===== src/rtl/keystone_pkg.sv =====
// rtl/keystone_pkg.sv - shared types and width helpers for the keystone frame regulator
package keystone_pkg;

    localparam int PIX_W = 24;

    typedef enum logic [1:0] {
        SEEK = 2'd0,
        PASS = 2'd1,
        PAD  = 2'd2,
        DROP = 2'd3
    } regulator_state_t;

    typedef enum logic {
        PAD_LINE  = 1'b0,
        PAD_FRAME = 1'b1
    } pad_mode_t;

    // Counter width able to hold 0..n-1, never narrower than one bit
    function automatic int cnt_w(input int n);
        return (n > 1) ? $clog2(n) : 1;
    endfunction

endpackage


===== src/rtl/axis_video_out_reg.sv =====
// rtl/axis_video_out_reg.sv - one-stage clock-enabled register slice for video beats
module axis_video_out_reg
    import keystone_pkg::*;
#(
    parameter int DATA_W = PIX_W
) (
    input  logic              aclk,
    input  logic              aresetn,
    input  logic              aclken,
    output logic              load_en,
    input  logic              up_tvalid,
    input  logic [DATA_W-1:0] up_tdata,
    input  logic              up_tuser,
    input  logic              up_tlast,
    input  logic              dn_tready,
    output logic              dn_tvalid,
    output logic [DATA_W-1:0] dn_tdata,
    output logic              dn_tuser,
    output logic              dn_tlast
);

    // The slot can take a new beat when it is empty or being drained this cycle
    assign load_en = aclken & (~dn_tvalid | dn_tready);

    // Output slot: payload only changes when a real beat is loaded
    always_ff @(posedge aclk or negedge aresetn) begin
        if (!aresetn) begin
            dn_tvalid <= 1'b0;
            dn_tdata  <= '0;
            dn_tuser  <= 1'b0;
            dn_tlast  <= 1'b0;
        end else if (load_en) begin
            dn_tvalid <= up_tvalid;
            if (up_tvalid) begin
                dn_tdata <= up_tdata;
                dn_tuser <= up_tuser;
                dn_tlast <= up_tlast;
            end
        end
    end

endmodule


===== src/rtl/keystone_frame_regulator.sv =====
// rtl/keystone_frame_regulator.sv - forces exact line/frame geometry on an RGB video stream
module keystone_frame_regulator
    import keystone_pkg::*;
#(
    parameter int                DATA_W     = PIX_W,
    parameter int                H_ACTIVE   = 1280,
    parameter int                V_ACTIVE   = 720,
    parameter logic [DATA_W-1:0] FILL_COLOR = '0
) (
    input  logic              aclk,
    input  logic              aresetn,
    input  logic              aclken,
    input  logic [DATA_W-1:0] s_axis_video_tdata_in,
    input  logic              s_axis_video_tvalid_in,
    output logic              s_axis_video_tready_out,
    input  logic              s_axis_video_tuser_in,
    input  logic              s_axis_video_tlast_in,
    output logic [DATA_W-1:0] m_axis_video_tdata_out,
    output logic              m_axis_video_tvalid_out,
    input  logic              m_axis_video_tready_in,
    output logic              m_axis_video_tuser_out,
    output logic              m_axis_video_tlast_out,
    output logic              err_short_line,
    output logic              err_long_line,
    output logic              err_short_frame,
    output logic              err_long_frame
);

    localparam int             X_W   = cnt_w(H_ACTIVE);
    localparam int             Y_W   = cnt_w(V_ACTIVE);
    localparam logic [X_W-1:0] X_MAX = X_W'(H_ACTIVE - 1);
    localparam logic [Y_W-1:0] Y_MAX = Y_W'(V_ACTIVE - 1);

    regulator_state_t  state, nxt_state;
    pad_mode_t         pad_mode, nxt_mode;
    logic [X_W-1:0]    x;
    logic [Y_W-1:0]    y;
    logic              load_en;
    logic              emit;
    logic [DATA_W-1:0] emit_data;
    logic              at_origin, x_last, y_last;
    logic              e_sl, e_ll, e_sf, e_lf;
    logic              resync, drop_end;

    assign at_origin = (x == '0) && (y == '0);
    assign x_last    = (x == X_MAX);
    assign y_last    = (y == Y_MAX);

    // State and pad mode advance only while the clock enable is high
    always_ff @(posedge aclk or negedge aresetn) begin
        if (!aresetn) begin
            state    <= SEEK;
            pad_mode <= PAD_LINE;
        end else if (aclken) begin
            state    <= nxt_state;
            pad_mode <= nxt_mode;
        end
    end

    // Classify the beat at the input (or the pad slot) and decide what is emitted
    always_comb begin
        s_axis_video_tready_out = 1'b0;
        emit      = 1'b0;
        emit_data = s_axis_video_tdata_in;
        e_sl      = 1'b0;
        e_ll      = 1'b0;
        e_sf      = 1'b0;
        e_lf      = 1'b0;
        resync    = 1'b0;
        drop_end  = 1'b0;
        unique case (state)
            SEEK: begin
                s_axis_video_tready_out = load_en;
                if (load_en && s_axis_video_tvalid_in && s_axis_video_tuser_in) begin
                    emit = 1'b1;
                    e_sl = s_axis_video_tlast_in;
                end
            end
            PASS: begin
                // An early start-of-frame is left waiting at the input while the frame is padded out
                if (s_axis_video_tvalid_in && s_axis_video_tuser_in && !at_origin) begin
                    e_sf = load_en;
                end else begin
                    s_axis_video_tready_out = load_en;
                    if (load_en && s_axis_video_tvalid_in) begin
                        if (s_axis_video_tlast_in && !x_last) begin
                            emit = 1'b1;
                            e_sl = 1'b1;
                        end else if (!s_axis_video_tlast_in && x_last) begin
                            emit = 1'b1;
                            e_ll = 1'b1;
                        end else if (at_origin && !s_axis_video_tuser_in) begin
                            e_lf = 1'b1;
                        end else begin
                            emit = 1'b1;
                        end
                    end
                end
            end
            PAD: begin
                emit      = load_en;
                emit_data = FILL_COLOR;
            end
            DROP: begin
                // A start-of-frame ends the drop; only mid-frame is it a short frame
                if (s_axis_video_tvalid_in && s_axis_video_tuser_in) begin
                    if (at_origin) resync = load_en;
                    else           e_sf   = load_en;
                end else begin
                    s_axis_video_tready_out = load_en;
                    drop_end = load_en & s_axis_video_tvalid_in & s_axis_video_tlast_in;
                end
            end
        endcase
    end

    // Next state from the beat classification
    always_comb begin
        nxt_state = state;
        nxt_mode  = pad_mode;
        unique case (state)
            SEEK: begin
                if (e_sl) begin
                    nxt_state = PAD;
                    nxt_mode  = PAD_LINE;
                end else if (emit) begin
                    nxt_state = PASS;
                end
            end
            PASS: begin
                if (e_sf) begin
                    nxt_state = PAD;
                    nxt_mode  = PAD_FRAME;
                end else if (e_sl) begin
                    nxt_state = PAD;
                    nxt_mode  = PAD_LINE;
                end else if (e_ll) begin
                    nxt_state = DROP;
                end else if (e_lf) begin
                    nxt_state = SEEK;
                end
            end
            PAD: begin
                if (emit && x_last && (pad_mode == PAD_LINE || y_last)) nxt_state = PASS;
            end
            DROP: begin
                if (e_sf) begin
                    nxt_state = PAD;
                    nxt_mode  = PAD_FRAME;
                end else if (resync || drop_end) begin
                    nxt_state = PASS;
                end
            end
        endcase
    end

    // Pixel/line position of the next emitted beat
    always_ff @(posedge aclk or negedge aresetn) begin
        if (!aresetn) begin
            x <= '0;
            y <= '0;
        end else if (emit) begin
            x <= x_last ? '0 : x + 1'b1;
            if (x_last) y <= y_last ? '0 : y + 1'b1;
        end
    end

    // Error flags line up with the cycle the offending beat is decided
    always_ff @(posedge aclk or negedge aresetn) begin
        if (!aresetn) begin
            err_short_line  <= 1'b0;
            err_long_line   <= 1'b0;
            err_short_frame <= 1'b0;
            err_long_frame  <= 1'b0;
        end else begin
            err_short_line  <= e_sl;
            err_long_line   <= e_ll;
            err_short_frame <= e_sf;
            err_long_frame  <= e_lf;
        end
    end

    axis_video_out_reg #(
        .DATA_W (DATA_W)
    ) u_out_reg (
        .aclk      (aclk),
        .aresetn   (aresetn),
        .aclken    (aclken),
        .load_en   (load_en),
        .up_tvalid (emit),
        .up_tdata  (emit_data),
        .up_tuser  (at_origin),
        .up_tlast  (x_last),
        .dn_tready (m_axis_video_tready_in),
        .dn_tvalid (m_axis_video_tvalid_out),
        .dn_tdata  (m_axis_video_tdata_out),
        .dn_tuser  (m_axis_video_tuser_out),
        .dn_tlast  (m_axis_video_tlast_out)
    );

endmodule


===== config.mk =====
export PLATFORM = sky130hd
export DESIGN_NAME = keystone_frame_regulator
export DESIGN_NICKNAME = d
export VERILOG_FILES = /design/src/rtl/keystone_pkg.sv /design/src/rtl/axis_video_out_reg.sv /design/src/rtl/keystone_frame_regulator.sv
export SDC_FILE = /design/constraint.sdc
export NUM_CORES = 1
export LEC_CHECK = 0
export CAP_MARGIN = 40
export CORE_ASPECT_RATIO = 0.8
export CORE_MARGIN = 1.5
export CORE_UTILIZATION = 54
export DETAILED_ROUTE_END_ITERATION = 7
export PLACE_DENSITY = 0.89
export SLEW_MARGIN = 15
export SYNTH_ARGS = -nofsm -noshare
export SYNTH_HDL_FRONTEND = slang
export SYNTH_SLANG_ARGS = --single-unit

===== constraint.sdc =====
create_clock -name aclk -period 5.7 [get_ports aclk]
set_input_delay 1.425 -clock aclk [delete_from_list [all_inputs] [get_ports aclk]]
set_output_delay 1.425 -clock aclk [all_outputs]
set_load 0.02 [all_outputs]

## Word level (Yosys, flattened, before mapping)

Cells that the tools add are included.

| storage, ports and cells | value |
|---|---|
| output and inout bits | 32 |
| logic and storage cells | 106 |
| flip-flop bits (word level) | 55 |
| bits of input ports | 31 |

| cells by class | value |
|---|---|
| $add $sub $neg | 2 |
| reduce and logical (&&, ||, !) cells | 24 |
| muxes and demuxes | 52 |
| eq/ne operators | 10 |
| bitwise operators | 6 |

Operators with widths:

| kind | count |
|---|---|
| 1-bit 2-to-1 mux | 34 |
| 24-bit 2-to-1 mux | 1 |
| 2-bit 2-to-1 mux | 9 |
| 11-bit by 1-bit adder with 11-bit output (second input constant) | 1 |
| 11-bit == test (second input constant) | 1 |
| 11-bit logical NOT | 1 |
| 11-bit 2-to-1 mux | 1 |
| 10-bit by 1-bit adder with 10-bit output (second input constant) | 1 |
| 10-bit == test (second input constant) | 1 |
| 1-bit logical AND | 10 |
| 10-bit logical NOT | 1 |
| 10-bit 2-to-1 mux | 1 |
| 1-bit case mux with 3 select lines | 3 |
| 2-bit case mux with 4 select lines | 1 |
| 3-bit inequality test (second input constant) | 2 |
| 5-bit inequality test (second input constant) | 1 |
| 5-bit AND reduction | 1 |
| 2-bit == test (second input constant) | 2 |
| 1-bit logical NOT | 4 |
| 2-bit inequality test (second input constant) | 2 |
| 1-bit case mux with 2 select lines | 2 |
| 2-bit AND reduction | 2 |
| 1-bit bitwise AND | 3 |
| 3-bit AND reduction | 1 |
| other kinds (6) | 8 |

## Depth between registers and ports, before layout

| depth | value |
|---|---|
| depth in word-level cells | 14 |
| gate-level depth with buffers | 11 |
| gate-level depth less buffers | 8 |

## Cells and area by module

Synthesis repeated with hierarchy kept, for this count alone.

| unflattened totals | value |
|---|---|
| cells, all modules | 267 |
| area, all modules | 3037.9 um^2 |

By module, submodules not included:

| module | seq. area each (um^2) | area each (um^2) | cells each | times used |
|---|---|---|---|---|
| keystone_frame_regulator | 700.7 | 1909.3 | 205 | 1 |
| axis_video_out_reg | 675.6 | 1128.6 | 62 | 1 |

## Worst setup path before layout

No wires, ideal clock.

| timing path | value |
|---|---|
| path type | input-to-output |
| start point | input port m_axis_video_tready_in |
| end point | output port s_axis_video_tready_out |
| stages on the path | 3 |
| data arrival time | 1.958 ns |
| setup slack | 2.317 ns |
| data required time | 4.275 ns |
| cells stage by stage | nand2b_1 > nand2_1 > nor2_1 |

| between the ends | value |
|---|---|
| cells in the longest elaborated chain, start to end | 4 |
| elaborated cells between the ends (all ways) | 5 |
| those cells by class | mux: 3; bitwise: 2 |

Ends and longest elaborated chain:

| element | line | text |
|---|---|---|
| start, declared | keystone_frame_regulator.sv:20 | `input logic m_axis_video_tready_in,` |
| 1-bit OR * | axis_video_out_reg.sv:23 | `assign load_en = aclken & (~dn_tvalid \| dn_tready);` |
| 1-bit bitwise AND * | axis_video_out_reg.sv:23 |  |
| 1-bit 2-to-1 mux, on equally long branches | keystone_frame_regulator.sv:106, keystone_frame_regulator.sv:81 |  |
| 1-bit case mux with 3 select lines * | keystone_frame_regulator.sv:71 | `unique case (state)` |
| end, declared | keystone_frame_regulator.sv:15 | `output logic s_axis_video_tready_out,` |

Mark *: on every way between the ends. The rest lies on a longest branch, timed or not.

## Final worst setup path

Ends and elaborated chain as after synthesis.

==> impl_metrics.toml <==
[yosys]
synthFlopType = "dfrtp_1"
synth_area_um2 = 2760
async_flop_share_pct = 100
syn_inst = 296
ys_seq_area_share_pct = 49.9
ys_warn_count = 0
synth-seq-cells = 55
syn_nets = 331
yosysUniqueCellTypes = 54
avgSynthCellArea_um2 = 9.31
synth-edff-count = 0

[die]
start_util_pct = 55.7
io_pins = 63
core_area_um2 = 4950
die_h_um = 66.9
dieArea_um2 = 5540
die_x_um = 82.9
rows = 23

[final_layout]
drive_gt1_share_pct = 7.65
fin_util_pct = 71.1
diodes = 0
fin_area_um2 = 3520
finalNetCount = 388
fill_cells = 357
area_growth_pct = 27.6
layout_commonest_cell = "nand2_1"
layout_common_cells = "nand2_1 (69), clkdlybuf4s50_1 (61), dfrtp_1 (55)"

[sta]
whs_ns = 0.473
fin_crit_ns = 4.32
relSlewSlack_pct = 42.1
tightest_slew_ns = 0.866
fin_crit_sh_pct = 75.9
skew_ns = 0.00730
fin_setup_tns_ns = 0
finalSetupViolations = 0
rsz0062_at_grt = "false"
slew_viol_final = 0
max_freq_mhz = 231
timing.final.hold_violations = 0

[clocking]
cts-root-buf = "clkbuf_8"
cts_num_sinks = 55
clockBufferDepth = 2
worstSkewPairLatency_ns = 0.31
holdBufCountCts = 0
cts_tree = "built"
cts.clk_slew.worst_paths_ns = 0.09
cts_made_buffers = 5
cts_resized = 0
postCtsSetupBuffers = 0
cts_max_level = 2

[route]
drt_wl_total_um = 6310
drc = 0
drtPass1Iterations = 4
initialDrtViolationCount = 199
ant_nets = 0
wl_per_cell_um = 15.2
vias_per_cell = 5.87
via_count = 2435

[grt]
grt_max_degree = 56
gr-max-usage-layer = "met2"
grt_pass1_vias = 2206
gr-usage-met2_pct = 38.2
grtUsageMet1_pct = 32.3
use_met3_pct = 4.83
antenna_found_initial = 0
grt_usage_pct = 23.7
overflow = 0
grt_pass1_wl_um = 10700

[setup_path]
r2r_cells = 8
r2r-end = "y[4]$_DFFE_PN0P_"
ff2ff_setup_slack_ns = 2.72
crit_arrival_ns = 2.90
crit_required_ns = 4.28
cp_max_fo = 5
critPathLaunchType = "input port"
cp-end-kind = "output pin"
reg2reg_from = "x[0]$_DFFE_PN0P_"
critical_path_class = "in -> out"

[worst_hold_path]
worstHoldStart = "u_out_reg.dn_tdata[5]$_DFFE_PN0P_"
min_path_cells = 2
min_to = "u_out_reg.dn_tdata[5]$_DFFE_PN0P_"
hold_path_class = "reg -> reg"

[flow_run]
max-cap-violations = 0

[pwr]
p_per_area_nw_per_um2 = 288
p_leak_nw = 1.61
ir_worst_vdd_v = 0.000160
fin_total_pwr_mw = 1.01

[placed_design]
port-buffer-count = 62
dpl-instance-area_um2 = 3410
routabilityCongestion = 0.881
dp_hpwl_um = 4440

[outcome]
status = "finished clean"
per-stage QoR:
step / setup WS, ns / instances
floorplan: 2.32 / 296
global placement: 1.42 / 407
detailed placement: 1.37 / 408
CTS: 1.36 / 415
global route: 1.33 / 415
finish: 1.38 / 415
worst max-delay path: stages:
cell	delay (ns)
clkdlybuf4s50_1	0.46
nand2b_1	0.20
nand2_1	0.10
nor2_1	0.11
clkdlybuf4s50_1	0.61
cell type report:
class / count / area, µm² / area share, %
Sequential cell: 55 / 1380 / 39.1
Clock buffer: 5 / 68.8 / 1.96
Multi-Input combinational cell: 216 / 1270 / 36.1
Inverter: 8 / 30.0 / 0.853
Clock inverter: 2 / 37.5 / 1.07
Timing Repair Buffer: 67 / 657 / 18.7
Tap cell: 62 / 77.6 / 2.20
registers in the layout, summed over array words and instances (netlist names):
name	count
state	2
err_long_frame	1
x	11
u_out_reg.dn_tuser	1
u_out_reg.dn_tlast	1
err_short_line	1
u_out_reg.dn_tvalid	1
err_short_frame	1
err_long_line	1
pad_mode	1
y	10
u_out_reg.dn_tdata	24
power breakdown:
group	total, mW	switching (mW)	internal, mW
logic	0.270	0.151	0.119
clock network	0.254	0.125	0.129
registers	0.490	0.0514	0.438
logic make-up (layout without fill, tap and decap cells):
group / after synthesis / in the layout / synth area share (%)
DFF: 55 / 55 / 49.9
xor gates and xnor gates: 7 / 7 / 2.50
and+or+nand+nor: 159 / 159 / 29.3
adders and majority gates: 4 / 4 / 1.82
muxes: 4 / 4 / 1.50
buffers and inverters: 25 / 82 / 4.45
AOI/OAI and AO/OA: 42 / 42 / 10.5
per-layer routing:
metal | part of all wire [%] | up-vias | wire (µm)
met4 | 1.4 | 0 | 90
met1 | 46 | 1176 | 2890
met5 | 0 | - | 0
li1 | - | 1166 | -
met2 | 48 | 80 | 3000
met3 | 5.1 | 13 | 323
synthesized netlist by cell type, types with 2 or more instances:
library cell / n / share of area (%)
nand2_1: 69 / 9.4
dfrtp_1: 55 / 50
nand3_1: 39 / 7.1
o21ai_0: 9 / 1.6
nor2_1: 8 / 1.1
clkbuf_1: 7 / 0.95
inv_1: 7 / 0.95
nand4_1: 7 / 1.6
o31ai_1: 6 / 1.6
and3_1: 5 / 1.1
buf_2: 5 / 0.91
nor3_1: 5 / 0.91
nor4_1: 5 / 1.1
a21oi_1: 4 / 0.73
a31oi_1: 4 / 0.91
and2_1: 4 / 0.91
ha_1: 4 / 1.8
xnor2_1: 4 / 1.3
a211oi_1: 3 / 0.82
mux2i_1: 3 / 1.1
o21ai_1: 3 / 0.54
o41ai_1: 3 / 0.95
buf_4: 2 / 0.54
buf_6: 2 / 0.82
nor4b_2: 2 / 1.1
or4_1: 2 / 0.54
xor2_1: 2 / 0.64
worst max-delay path by stage:
stage,depth (start not counted),end,start,slack [ns]
after floorplan,3,s_axis_video_tready_out,m_axis_video_tready_in,2.32
after global placement,5,s_axis_video_tready_out,m_axis_video_tready_in,1.42
after detailed placement,5,s_axis_video_tready_out,m_axis_video_tready_in,1.37
after CTS,5,s_axis_video_tready_out,m_axis_video_tready_in,1.36
after global routing,5,s_axis_video_tready_out,m_axis_video_tready_in,1.33
final,5,s_axis_video_tready_out,m_axis_video_tready_in,1.38
Note: power is estimated with default switching activity, not from simulation.
